===== src/rtl/crc_chk_sched_pkg.sv =====
// Shared definitions for the CRC check scheduler: default geometry, the CRC
// polynomial used by the attached engine, FSM encoding and small helpers.
package crc_chk_sched_pkg;

    localparam int         DEF_N_REQ       = 4;
    localparam int         DEF_CRC_LENGTH  = 8;
    localparam int         DEF_DATA_LENGTH = 32;
    localparam logic [7:0] DEF_CRC_POLY    = 8'h07;

    // Scheduler states; encoding is fixed so debug tools can decode it.
    typedef enum logic [1:0] {
        ST_IDLE   = 2'd0,
        ST_LAUNCH = 2'd1,
        ST_BUSY   = 2'd2,
        ST_RESP   = 2'd3
    } sched_state_e;

    // Lane index following idx, wrapping from n-1 back to 0.
    function automatic int next_lane(input int idx, input int n);
        int nxt;
        if (idx >= n - 1) begin
            nxt = 0;
        end else begin
            nxt = idx + 1;
        end
        return nxt;
    endfunction

endpackage


===== src/rtl/crc_chk_sched_rr_arbiter.sv =====
// Combinational round-robin arbiter: picks the first requesting lane at or
// after the pointer, wrapping around, and returns it one-hot and as an index.
module rr_arbiter #(
    parameter int N_REQ = 4,
    parameter int IDX_W = 2
) (
    input  logic [N_REQ-1:0] req,
    input  logic [IDX_W-1:0] ptr,
    output logic             gnt_any,
    output logic [N_REQ-1:0] gnt_onehot,
    output logic [IDX_W-1:0] gnt_idx
);

    int               cand_s;
    logic [IDX_W-1:0] cand_idx_s;

    // Scan lanes starting at the pointer; the first requester found wins.
    always_comb begin
        gnt_any    = 1'b0;
        gnt_idx    = '0;
        gnt_onehot = '0;
        cand_s     = 0;
        cand_idx_s = '0;
        for (int off = 0; off < N_REQ; off++) begin
            cand_s = int'(ptr) + off;
            if (cand_s >= N_REQ) begin
                cand_s = cand_s - N_REQ;
            end else begin
                cand_s = cand_s;
            end
            cand_idx_s = IDX_W'(cand_s);
            if (!gnt_any && req[cand_idx_s]) begin
                gnt_any = 1'b1;
                gnt_idx = cand_idx_s;
            end else begin
                gnt_any = gnt_any;
            end
        end
        if (gnt_any) begin
            gnt_onehot[gnt_idx] = 1'b1;
        end else begin
            gnt_onehot = '0;
        end
    end

endmodule


===== src/rtl/crc_chk_sched.sv =====
// Shares one bit-serial CRC check engine among N_REQ receive lanes.
// Lanes are served round-robin, one codeword at a time; a watchdog turns an
// engine that never answers into a timeout response.
module crc_chk_sched
    import crc_chk_sched_pkg::*;
#(
    parameter int  N_REQ       = DEF_N_REQ,
    parameter int  CRC_LENGTH  = DEF_CRC_LENGTH,
    parameter int  DATA_LENGTH = DEF_DATA_LENGTH,
    parameter int  TIMEOUT     = DATA_LENGTH + 8,
    localparam int CW_W        = CRC_LENGTH + DATA_LENGTH,
    localparam int IDX_W       = $clog2(N_REQ),
    localparam int WD_W        = $clog2(TIMEOUT + 1)
) (
    input  logic                    clk,
    input  logic                    rst_n,
    input  logic [N_REQ-1:0]        req_valid,
    input  logic [N_REQ*CW_W-1:0]   req_data,
    output logic [N_REQ-1:0]        req_ready,
    output logic                    eng_start,
    output logic [CW_W-1:0]         eng_din,
    input  logic                    eng_vld,
    input  logic [CRC_LENGTH-1:0]   eng_rem,
    output logic                    rsp_valid,
    input  logic                    rsp_ready,
    output logic [IDX_W-1:0]        rsp_id,
    output logic                    rsp_ok,
    output logic [CRC_LENGTH-1:0]   rsp_rem,
    output logic                    rsp_timeout
);

    localparam logic [WD_W-1:0] WD_MAX  = '1;
    localparam logic [WD_W-1:0] WD_LAST = WD_W'(TIMEOUT - 1);

    sched_state_e            state_r;
    sched_state_e            state_nx;
    logic [IDX_W-1:0]        rr_ptr_r;
    logic                    armed_r;
    logic [WD_W-1:0]         wd_r;

    logic                    gnt_any_s;
    logic [N_REQ-1:0]        gnt_onehot_s;
    logic [IDX_W-1:0]        gnt_idx_s;

    logic                    accept_s;
    logic                    wd_clr_s;
    logic                    wd_inc_s;
    logic                    done_vld_s;
    logic                    done_to_s;
    logic                    rsp_hs_s;

    logic                    eng_start_r;
    logic [CW_W-1:0]         eng_din_r;
    logic                    rsp_valid_r;
    logic [IDX_W-1:0]        rsp_id_r;
    logic                    rsp_ok_r;
    logic [CRC_LENGTH-1:0]   rsp_rem_r;
    logic                    rsp_timeout_r;

    rr_arbiter #(
        .N_REQ (N_REQ),
        .IDX_W (IDX_W)
    ) u_arb (
        .req        (req_valid),
        .ptr        (rr_ptr_r),
        .gnt_any    (gnt_any_s),
        .gnt_onehot (gnt_onehot_s),
        .gnt_idx    (gnt_idx_s)
    );

    // State register.
    always_ff @(posedge clk or negedge rst_n) begin
        if (!rst_n) begin
            state_r <= ST_IDLE;
        end else begin
            state_r <= state_nx;
        end
    end

    // Next-state decode and one-cycle control strobes.
    always_comb begin
        state_nx   = state_r;
        accept_s   = 1'b0;
        wd_clr_s   = 1'b0;
        wd_inc_s   = 1'b0;
        done_vld_s = 1'b0;
        done_to_s  = 1'b0;
        rsp_hs_s   = 1'b0;
        case (state_r)
            ST_IDLE: begin
                // armed_r keeps req_ready low while reset is asserted.
                if (armed_r && gnt_any_s) begin
                    accept_s = 1'b1;
                    state_nx = ST_LAUNCH;
                end else begin
                    state_nx = ST_IDLE;
                end
            end
            ST_LAUNCH: begin
                wd_clr_s = 1'b1;
                state_nx = ST_BUSY;
            end
            ST_BUSY: begin
                wd_inc_s = 1'b1;
                // A completion in the watchdog's last cycle still counts as done.
                if (eng_vld) begin
                    done_vld_s = 1'b1;
                    state_nx   = ST_RESP;
                end else if (wd_r == WD_LAST) begin
                    done_to_s = 1'b1;
                    state_nx  = ST_RESP;
                end else begin
                    state_nx = ST_BUSY;
                end
            end
            ST_RESP: begin
                if (rsp_valid_r && rsp_ready) begin
                    rsp_hs_s = 1'b1;
                    state_nx = ST_IDLE;
                end else begin
                    state_nx = ST_RESP;
                end
            end
            default: begin
                state_nx = ST_IDLE;
            end
        endcase
    end

    // Accept pulse goes to the granted lane in the same cycle as the grant.
    always_comb begin
        if (accept_s) begin
            req_ready = gnt_onehot_s;
        end else begin
            req_ready = '0;
        end
    end

    // Enable flag that opens the acceptance path one cycle after reset release.
    always_ff @(posedge clk or negedge rst_n) begin
        if (!rst_n) begin
            armed_r <= 1'b0;
        end else begin
            armed_r <= 1'b1;
        end
    end

    // Round-robin pointer moves past the served lane once its response is taken.
    always_ff @(posedge clk or negedge rst_n) begin
        if (!rst_n) begin
            rr_ptr_r <= '0;
        end else if (rsp_hs_s) begin
            rr_ptr_r <= IDX_W'(next_lane(int'(rsp_id_r), N_REQ));
        end else begin
            rr_ptr_r <= rr_ptr_r;
        end
    end

    // Codeword latch and engine start pulse; eng_din holds until the next grant.
    always_ff @(posedge clk or negedge rst_n) begin
        if (!rst_n) begin
            eng_din_r   <= '0;
            eng_start_r <= 1'b0;
        end else if (accept_s) begin
            eng_din_r   <= req_data[gnt_idx_s*CW_W +: CW_W];
            eng_start_r <= 1'b1;
        end else begin
            eng_din_r   <= eng_din_r;
            eng_start_r <= 1'b0;
        end
    end

    // Watchdog: cleared at launch, counts BUSY cycles, saturates instead of wrapping.
    always_ff @(posedge clk or negedge rst_n) begin
        if (!rst_n) begin
            wd_r <= '0;
        end else if (wd_clr_s) begin
            wd_r <= '0;
        end else if (wd_inc_s && (wd_r != WD_MAX)) begin
            wd_r <= wd_r + {{(WD_W-1){1'b0}}, 1'b1};
        end else begin
            wd_r <= wd_r;
        end
    end

    // Response registers: loaded on engine completion or timeout, held until taken.
    always_ff @(posedge clk or negedge rst_n) begin
        if (!rst_n) begin
            rsp_valid_r   <= 1'b0;
            rsp_id_r      <= '0;
            rsp_ok_r      <= 1'b0;
            rsp_rem_r     <= '0;
            rsp_timeout_r <= 1'b0;
        end else if (accept_s) begin
            rsp_valid_r   <= 1'b0;
            rsp_id_r      <= gnt_idx_s;
            rsp_ok_r      <= rsp_ok_r;
            rsp_rem_r     <= rsp_rem_r;
            rsp_timeout_r <= rsp_timeout_r;
        end else if (done_vld_s) begin
            rsp_valid_r   <= 1'b1;
            rsp_id_r      <= rsp_id_r;
            rsp_ok_r      <= (eng_rem == {CRC_LENGTH{1'b0}});
            rsp_rem_r     <= eng_rem;
            rsp_timeout_r <= 1'b0;
        end else if (done_to_s) begin
            rsp_valid_r   <= 1'b1;
            rsp_id_r      <= rsp_id_r;
            rsp_ok_r      <= 1'b0;
            rsp_rem_r     <= '0;
            rsp_timeout_r <= 1'b1;
        end else if (rsp_hs_s) begin
            rsp_valid_r   <= 1'b0;
            rsp_id_r      <= rsp_id_r;
            rsp_ok_r      <= rsp_ok_r;
            rsp_rem_r     <= rsp_rem_r;
            rsp_timeout_r <= rsp_timeout_r;
        end else begin
            rsp_valid_r   <= rsp_valid_r;
            rsp_id_r      <= rsp_id_r;
            rsp_ok_r      <= rsp_ok_r;
            rsp_rem_r     <= rsp_rem_r;
            rsp_timeout_r <= rsp_timeout_r;
        end
    end

    assign eng_start   = eng_start_r;
    assign eng_din     = eng_din_r;
    assign rsp_valid   = rsp_valid_r;
    assign rsp_id      = rsp_id_r;
    assign rsp_ok      = rsp_ok_r;
    assign rsp_rem     = rsp_rem_r;
    assign rsp_timeout = rsp_timeout_r;

endmodule


===== config.mk =====
export PLATFORM = sky130hd
export DESIGN_NAME = crc_chk_sched
export DESIGN_NICKNAME = d
export VERILOG_FILES = /design/src/rtl/crc_chk_sched_pkg.sv /design/src/rtl/crc_chk_sched_rr_arbiter.sv /design/src/rtl/crc_chk_sched.sv
export SDC_FILE = /design/constraint.sdc
export NUM_CORES = 1
export LEC_CHECK = 0
export CAP_MARGIN = 20
export CORE_AREA = 5 5 105 107
export CTS_CLUSTER_SIZE = 25
export DETAILED_ROUTE_END_ITERATION = 10
export DIE_AREA = 0 0 110 112
export GPL_ROUTABILITY_DRIVEN = 0
export HOLD_SLACK_MARGIN = 0.06
export PLACE_DENSITY = 0.81
export REMOVE_ABC_BUFFERS = 1
export SYNTH_ARGS = -nofsm -noshare
export SYNTH_HDL_FRONTEND = slang
export SYNTH_SLANG_ARGS = --single-unit

===== constraint.sdc =====
create_clock -name clk -period 2.15 [get_ports clk]
set_input_delay 0.43 -clock clk [delete_from_list [all_inputs] [get_ports clk]]
set_output_delay 0.43 -clock clk [all_outputs]
set_load 0.03 [all_outputs]

* Yosys cells after proc, flatten, opt, wreduce, memory -nomap -nowiden
Cells that the tools add are included.
** Storage, ports and cells
- Word-level logic and storage cells :: 109
- Bits in latches :: 0
- Output and inout bits :: 58
- Register bits after elaboration :: 65
- Memories :: 0
- Bits in read-only memories :: 0
- RAM bits :: 0
- Input port bits :: 176
** Operators by class
- Shifts and indexed selects :: 1
- Multipliers :: 1
- Divide/modulo/power cells :: 0
- Add/sub/neg operators :: 9
- Bitwise logic cells :: 1
- Reductions and logical operators :: 16
- $lt $le $gt $ge :: 11
- Equality and inequality tests :: 5
- Mux-type cells :: 54
** Operator list (count)
- 160-bit by 9-bit indexed part select with 40-bit output :: 1
- 1-bit 2-to-1 mux :: 32
- 2-bit 2-to-1 mux :: 10
- 8-bit 2-to-1 mux :: 2
- 2-bit by 3-bit less-than comparator with 1-bit output (second input constant) :: 5
- 6-bit 2-to-1 mux :: 2
- 3-bit >= comparator (second input constant) :: 3
- 1-bit binary-select mux with 2-bit select :: 4
- 8-bit logical NOT :: 1
- 4-bit 2-to-1 mux :: 2
- 2-bit one-hot mux with 4 select lines :: 1
- 2-bit by 1-bit subtractor with 2-bit output (second input constant) :: 4
- 1-bit logical AND :: 7
- 2-bit by 2-bit adder with 3-bit output (second input constant) :: 2
- 6-bit by 1-bit adder with 6-bit output (second input constant) :: 1
- 6-bit equality test (second input constant) :: 1
- 6-bit inequality test (second input constant) :: 1
- 2-bit by 3-bit multiplier with 5-bit output (second input constant) :: 1
- 2-bit equality test (second input constant) :: 2
- 2-bit nonzero test :: 2
- 4-bit nonzero test :: 1
- 2-bit by 1-bit adder with 3-bit output (second input constant) :: 1
- 2-bit by 3-bit >= comparator with 1-bit output (second input constant) :: 1
- 1-bit logical NOT :: 3
- other kinds (8) :: 8

* Depth between registers and ports, before layout
- Depth after elaboration :: 20
- Depth in mapped cells :: 7
- Gate-level depth less buffers :: 6

* Cells and area by module
Synthesis repeated with hierarchy kept, for this count alone.
** Second synthesis, totals
- Cells, all modules :: 277
- Area, all modules :: 4011.3 µm²
** Modules (own cells, without submodules)
- crc_chk_sched :: seq. area each 1626.6 µm², area an instance 3799.9 µm², cells an instance 244, times used 1
- rr_arbiter :: seq. area each 0.0 µm², area an instance 211.5 µm², cells an instance 33, times used 1

* Worst setup path before layout
Ideal clock, no wire load.
- Path type :: input to output
- Start :: input req_valid[0]
- End :: output req_ready[1]
- Data arrival time :: 1.933 ns
- Path buffers :: 2
- Setup slack :: -0.213 ns
- Required time :: 1.720 ns
- Stages on the path :: 6
- Cell sequence :: and2b_1 -> a2111oi_4 -> nor2_1 -> buf_6 -> buf_6 -> nor3_1
** On the way
- Longest elaborated chain between the ends :: 18
- Elaborated cells between the ends (all ways) :: 32
- Classes of those cells :: order compare (2); mux (22); reduce/logical (8)
** RTL lines
- start: declaration :: RTL line crc_chk_sched.sv:17 : input logic [N_REQ-1:0] req_valid,
- 1-bit binary-select mux with 2-bit select :: RTL line crc_chk_sched_rr_arbiter.sv:32 : if (!gnt_any && req[cand_idx_s]) begin
- 1-bit 2-to-1 mux (not written as such) :: RTL line crc_chk_sched_rr_arbiter.sv:32
- 1-bit 2-to-1 mux :: RTL line crc_chk_sched_rr_arbiter.sv:32
- 1-bit logical NOT :: RTL line crc_chk_sched_rr_arbiter.sv:32
- 1-bit logical AND :: RTL line crc_chk_sched_rr_arbiter.sv:32
- 1-bit 2-to-1 mux :: RTL line crc_chk_sched_rr_arbiter.sv:32
- 1-bit logical NOT :: RTL line crc_chk_sched_rr_arbiter.sv:32
- 1-bit logical AND :: RTL line crc_chk_sched_rr_arbiter.sv:32
- (+2 left out)
- 1-bit logical AND :: RTL line crc_chk_sched_rr_arbiter.sv:32
- 2-bit 2-to-1 mux :: RTL line crc_chk_sched_rr_arbiter.sv:32
- 2-bit by 3-bit less-than comparator with 1-bit output (not written as such) or 2-bit by 1-bit >= comparator with 1-bit output (tied branches) :: RTL line crc_chk_sched_rr_arbiter.sv:40 : gnt_onehot[gnt_idx] = 1'b1;
- 1-bit logical AND (not written as such) :: RTL line crc_chk_sched_rr_arbiter.sv:40
- 1-bit 2-to-1 mux (not written as such) :: RTL line crc_chk_sched_rr_arbiter.sv:40
- 1-bit demux with 2-bit select
- 4-bit 2-to-1 mux :: RTL line crc_chk_sched_rr_arbiter.sv:39 : if (gnt_any) begin
- 4-bit 2-to-1 mux (*) :: RTL line crc_chk_sched.sv:132 : if (accept_s) begin
- end: declaration :: RTL line crc_chk_sched.sv:19 : output logic [N_REQ-1:0] req_ready,
Every way passes the cells marked *; elsewhere a longest branch is shown, timed or not. The select of a mux whose other input is x is not followed.

* Final worst setup path
- Start :: register rr_ptr_r[0]
- End :: output req_ready[2]
** On the way
- Longest elaborated chain between the ends :: 20
- Elaborated cells between the ends (all ways) :: 47
- Classes of those cells :: add/sub (7); order compare (6); mux (26); reduce/logical (8)
** RTL lines
- start: declaration :: RTL line crc_chk_sched.sv:37 : logic [IDX_W-1:0] rr_ptr_r;
- start signal: assignment :: RTL line crc_chk_sched.sv:153 : rr_ptr_r <= IDX_W'(next_lane(int'(rsp_id_r), N_REQ));
- start signal: assignment :: RTL line crc_chk_sched.sv:155 : rr_ptr_r <= rr_ptr_r;
- branches (longest 19 deep; another with 2-bit by 1-bit adder with 3-bit output)
- 4-bit 2-to-1 mux (*) :: RTL line crc_chk_sched.sv:132
Every way passes the cells marked *. The select of a mux whose other input is x is not followed.

==> results.toml <==
[timing]
timing.final.crit_period_ns = 2.12
report.final.setup_viol = 0
highest_attainable_clock_frequency_mhz = 471
setup_ws_ns = 0.0289
grt_setup_unrepaired = "yes"
hold_violations = 0
clock_skew_ns = 0.0127
number_of_max_slew_violations_in_the_final_report = 0
fin_hold_ws_ns = 0.0862
finalCritPeriodShare_pct = 98.7

[detailed_routing]
dr.max_layer_used = "met4"
drt-wirelength-per-cell_microns = 18.7
drc = 0
detail_route.vias_per_cell = 5.18
drt-pass1-iter-count = 4
met2_wirelength_microns = 6720
met3WireLength_microns = 971
postRouteAntennaNets = 0
via_count = 3734
met1_length_microns = 5230
detail_route.iter0.violations = 113
wirelength_microns = 13500

[synthesis]
synth_top_area_share_pct = 44.9
yosys.area.top_type = "sky130_fd_sc_hd__dfrtp_1"
netlist_instances = 335
ys_async_sr_fraction_pct = 100
synth-edff-count = 0
synth_top_flop_cell = "sky130_fd_sc_hd__dfrtp_1"
yosysWarnings = 0
post_synth_main_area_contributors = "sky130_fd_sc_hd__dfrtp_1 (45%), sky130_fd_sc_hd__mux2i_1 (22%), sky130_fd_sc_hd__o221ai_1 (9.7%), sky130_fd_sc_hd__nand2_1 (5.4%), sky130_fd_sc_hd__buf_6 (2.5%)"
post_synthesis_average_cell_area_sq_um = 10.8
ys_seq_area_share_pct = 44.9
synthDistinctLibCells = 38
synth_seq_cells = 65
syn_area_sq_um = 3620

[setup_path]
critical_path.max_stage_delay_ns = 0.38
timing.critical_path.max_delay_family = "simple AND/OR/NAND/NOR gates"
critical_path.reg2reg.startpoint = "rr_ptr_r[1]"
path_max_fanout = 3
arrival_ns = 1.69
startpoint_type = "register"
timing.critical_path.required_ns = 1.72
slowest_stage = "sky130_fd_sc_hd__dfrtp_1"
criticalPathCategory = "register to output port"
timing.critical_path.cells = "and2b_2 > o21bai_2 > o211ai_1 > nor3_2 > buf_4"
worst_setup_path_end_kind = "output port"
origin_of_the_worst_setup_path = "rr_ptr_r[0]"
path_buf_inv = 1

[clock_tree]
tritoncts = "yes"
clkSlewWorstSetupHoldPaths_ns = 0.08
cts-buffers-inserted = 9
cts_num_sinks = 65
worst_skew_pair.late_latency_ns = 0.34
root_buffer = "sky130_fd_sc_hd__clkbuf_8"
post_cts_hold_buffer_count = 0
cts_htree_levels = 3
clk_path_buf_depth = 2

[pwr]
static-leakage-power_nw = 2.97
ir_drop_uv = 557
report.power.total_mw = 7.66
power-per-cell-area_nw_per_um2 = 1170

[die]
initial_utilization_pct = 36.1
die_x_extent_microns = 110
design.core.area_sq_um = 10000
ios = 234
num_rows = 37
die-height_microns = 112
area_enclosed_by_the_die_boundary_sq_um = 12300

[cells_and_area]
area_growth_from_synthesis_to_final_layout_pct = 80.6
antenna_diodes = 0
multi_input_gate_area_sq_um = 1880
final_net_count = 758
finalInstanceArea_sq_um = 6550
area.sequential_sq_um = 1630
layout-drive-gt1-share_pct = 10.9
fill_cell_instance_count_of_the_final_layout = 817
final_core_util_pct = 65.2

[grt]
grt_util_all_layers_pct = 21.5
grt_overflow = 0
grt_pass1_wl_microns = 20600
antenna_found_initial = 0
grt_start_max_net_pins = 66
grt_pass1_vias = 4027

[run]
drv.max_cap_violation_count = 0

[place]
placedInstanceArea_sq_um = 6250
preCtsSetupSlack_ns = -0.309
placed_wire_length_estimate_microns = 10700
portBuffers = 233

[status]
status = "completed"

[worst_hold_path]
tightest_hold_check_type = "primary input to asynchronous set/reset pin"
==> sequential cells by signal, summed over array words and instances, names as in the netlist <==
register and flops:
armed_r 1, eng_din 40, wd_r 6, rsp_timeout 1
rsp_valid 1, eng_start 1, rr_ptr_r 2, rsp_ok 1
rsp_id 2, rsp_rem 8, state_r 2
==> where the power goes <==
part / switching, mW / total [mW] / internal, mW
Clock: 0.502 / 1.04 / 0.533
Sequential: 0.345 / 2.09 / 1.74
Combinational: 2.35 / 4.54 / 2.20
==> logic make-up (layout without fill, tap and decap cells) <==
kind of cell / count (synthesis) / after routing / share of synthesized area [%]
AO/OA/AOI/OAI: 69 / 69 / 16.1
multiplexers: 81 / 81 / 22.4
other: 1 / 1 / 0.103
AND/OR/NAND/NOR: 85 / 85 / 10.1
adder cells (fa/ha/maj): 2 / 2 / 0.690
flip-flops: 65 / 65 / 44.9
XOR/XNOR: 2 / 2 / 0.483
buffers and inverters: 30 / 280 / 5.28
==> placed cells by master (no fill, tap or decap), types with 2 or more instances in the layout <==
cell type	Yosys	routed
sky130_fd_sc_hd__clkdlybuf4s50_1	0	224
sky130_fd_sc_hd__mux2i_1	80	80
sky130_fd_sc_hd__dfrtp_1	65	64
sky130_fd_sc_hd__nand2_1	52	52
sky130_fd_sc_hd__o221ai_1	40	40
sky130_fd_sc_hd__buf_4	2	17
sky130_fd_sc_hd__buf_12	0	12
sky130_fd_sc_hd__clkbuf_8	0	9
sky130_fd_sc_hd__a22o_1	8	8
sky130_fd_sc_hd__nor2_1	8	7
sky130_fd_sc_hd__o21ai_0	6	6
sky130_fd_sc_hd__nand3_1	7	6
sky130_fd_sc_hd__inv_1	5	4
sky130_fd_sc_hd__nor3_2	0	4
sky130_fd_sc_hd__nor3_1	8	4
sky130_fd_sc_hd__o31ai_1	3	3
sky130_fd_sc_hd__clkinvlp_4	0	3
sky130_fd_sc_hd__o21a_1	2	2
sky130_fd_sc_hd__inv_2	1	2
sky130_fd_sc_hd__and2_1	2	2
sky130_fd_sc_hd__a21oi_1	3	2
sky130_fd_sc_hd__nor4_1	2	2
sky130_fd_sc_hd__ha_1	2	2
sky130_fd_sc_hd__clkinv_2	0	2
sky130_fd_sc_hd__dlygate4sd2_1	0	2
sky130_fd_sc_hd__clkdlybuf4s15_1	0	2
==> Yosys cell counts (2+ instances only) <==
cell                       instances
sky130_fd_sc_hd__nand3_1           7
sky130_fd_sc_hd__nor4_1            2
sky130_fd_sc_hd__dfrtp_1          65
sky130_fd_sc_hd__nor3_1            8
sky130_fd_sc_hd__inv_1             5
sky130_fd_sc_hd__clkbuf_1          5
sky130_fd_sc_hd__buf_4             2
sky130_fd_sc_hd__o31ai_1           3
sky130_fd_sc_hd__nor2_1            8
sky130_fd_sc_hd__o21a_1            2
sky130_fd_sc_hd__nand2_1          52
sky130_fd_sc_hd__o221ai_1         40
sky130_fd_sc_hd__buf_6             8
sky130_fd_sc_hd__a22o_1            8
sky130_fd_sc_hd__buf_2             9
sky130_fd_sc_hd__o21ai_0           6
sky130_fd_sc_hd__mux2i_1          80
sky130_fd_sc_hd__and2_1            2
sky130_fd_sc_hd__ha_1              2
sky130_fd_sc_hd__a21oi_1           3
==> metrics by stage <==
step / TNS (ns) / instances
floorplan: -181.53 / 311
global placement: -9.66 / 699
detailed placement: -12.20 / 699
CTS: 0 / 718
global route: -0.141 / 721
finish: 0 / 721
==> path summary, 6_finish.rpt <==
path / to / slack (ns) / cells after the start
worst min-delay path: eng_din[16] / 0.09 / 2
worst max-delay path: req_ready[2] / 0.03 / 5
max in group asynchronous: rr_ptr_r[1] / 1.75 / 2
min in group clk: eng_din[23] / 0.49 / 2
worst max register to register: eng_din[34] / 0.19 / 8
worst min register to register: eng_din[23] / 0.49 / 2
==> repair_timing <==
item	in CTS	in global routing
gates cloned	0	0
pin swaps	7	4
setup endpoints to repair	4	4
resized for setup	18	2
hold endpoints to repair	0	0
buffers inserted	3	3
==> layer usage <==
layer,global-route usage (%),up-vias
li1,-,1750
met1,25.6,1773
met2,35.5,173
met3,5.16,38
met4,11.1,0
met5,0,-
==> final cells by class <==
cell class / instances / share of cell area [%]
Clock buffer: 9 / 1.89
Clock inverter: 7 / 1.09
Inverter: 6 / 0.344
Multi-Input combinational cell: 240 / 28.7
Sequential cell: 65 / 24.9
Tap cell: 136 / 2.60
Timing Repair Buffer: 258 / 40.5
Power figures use the tool's default switching activity.
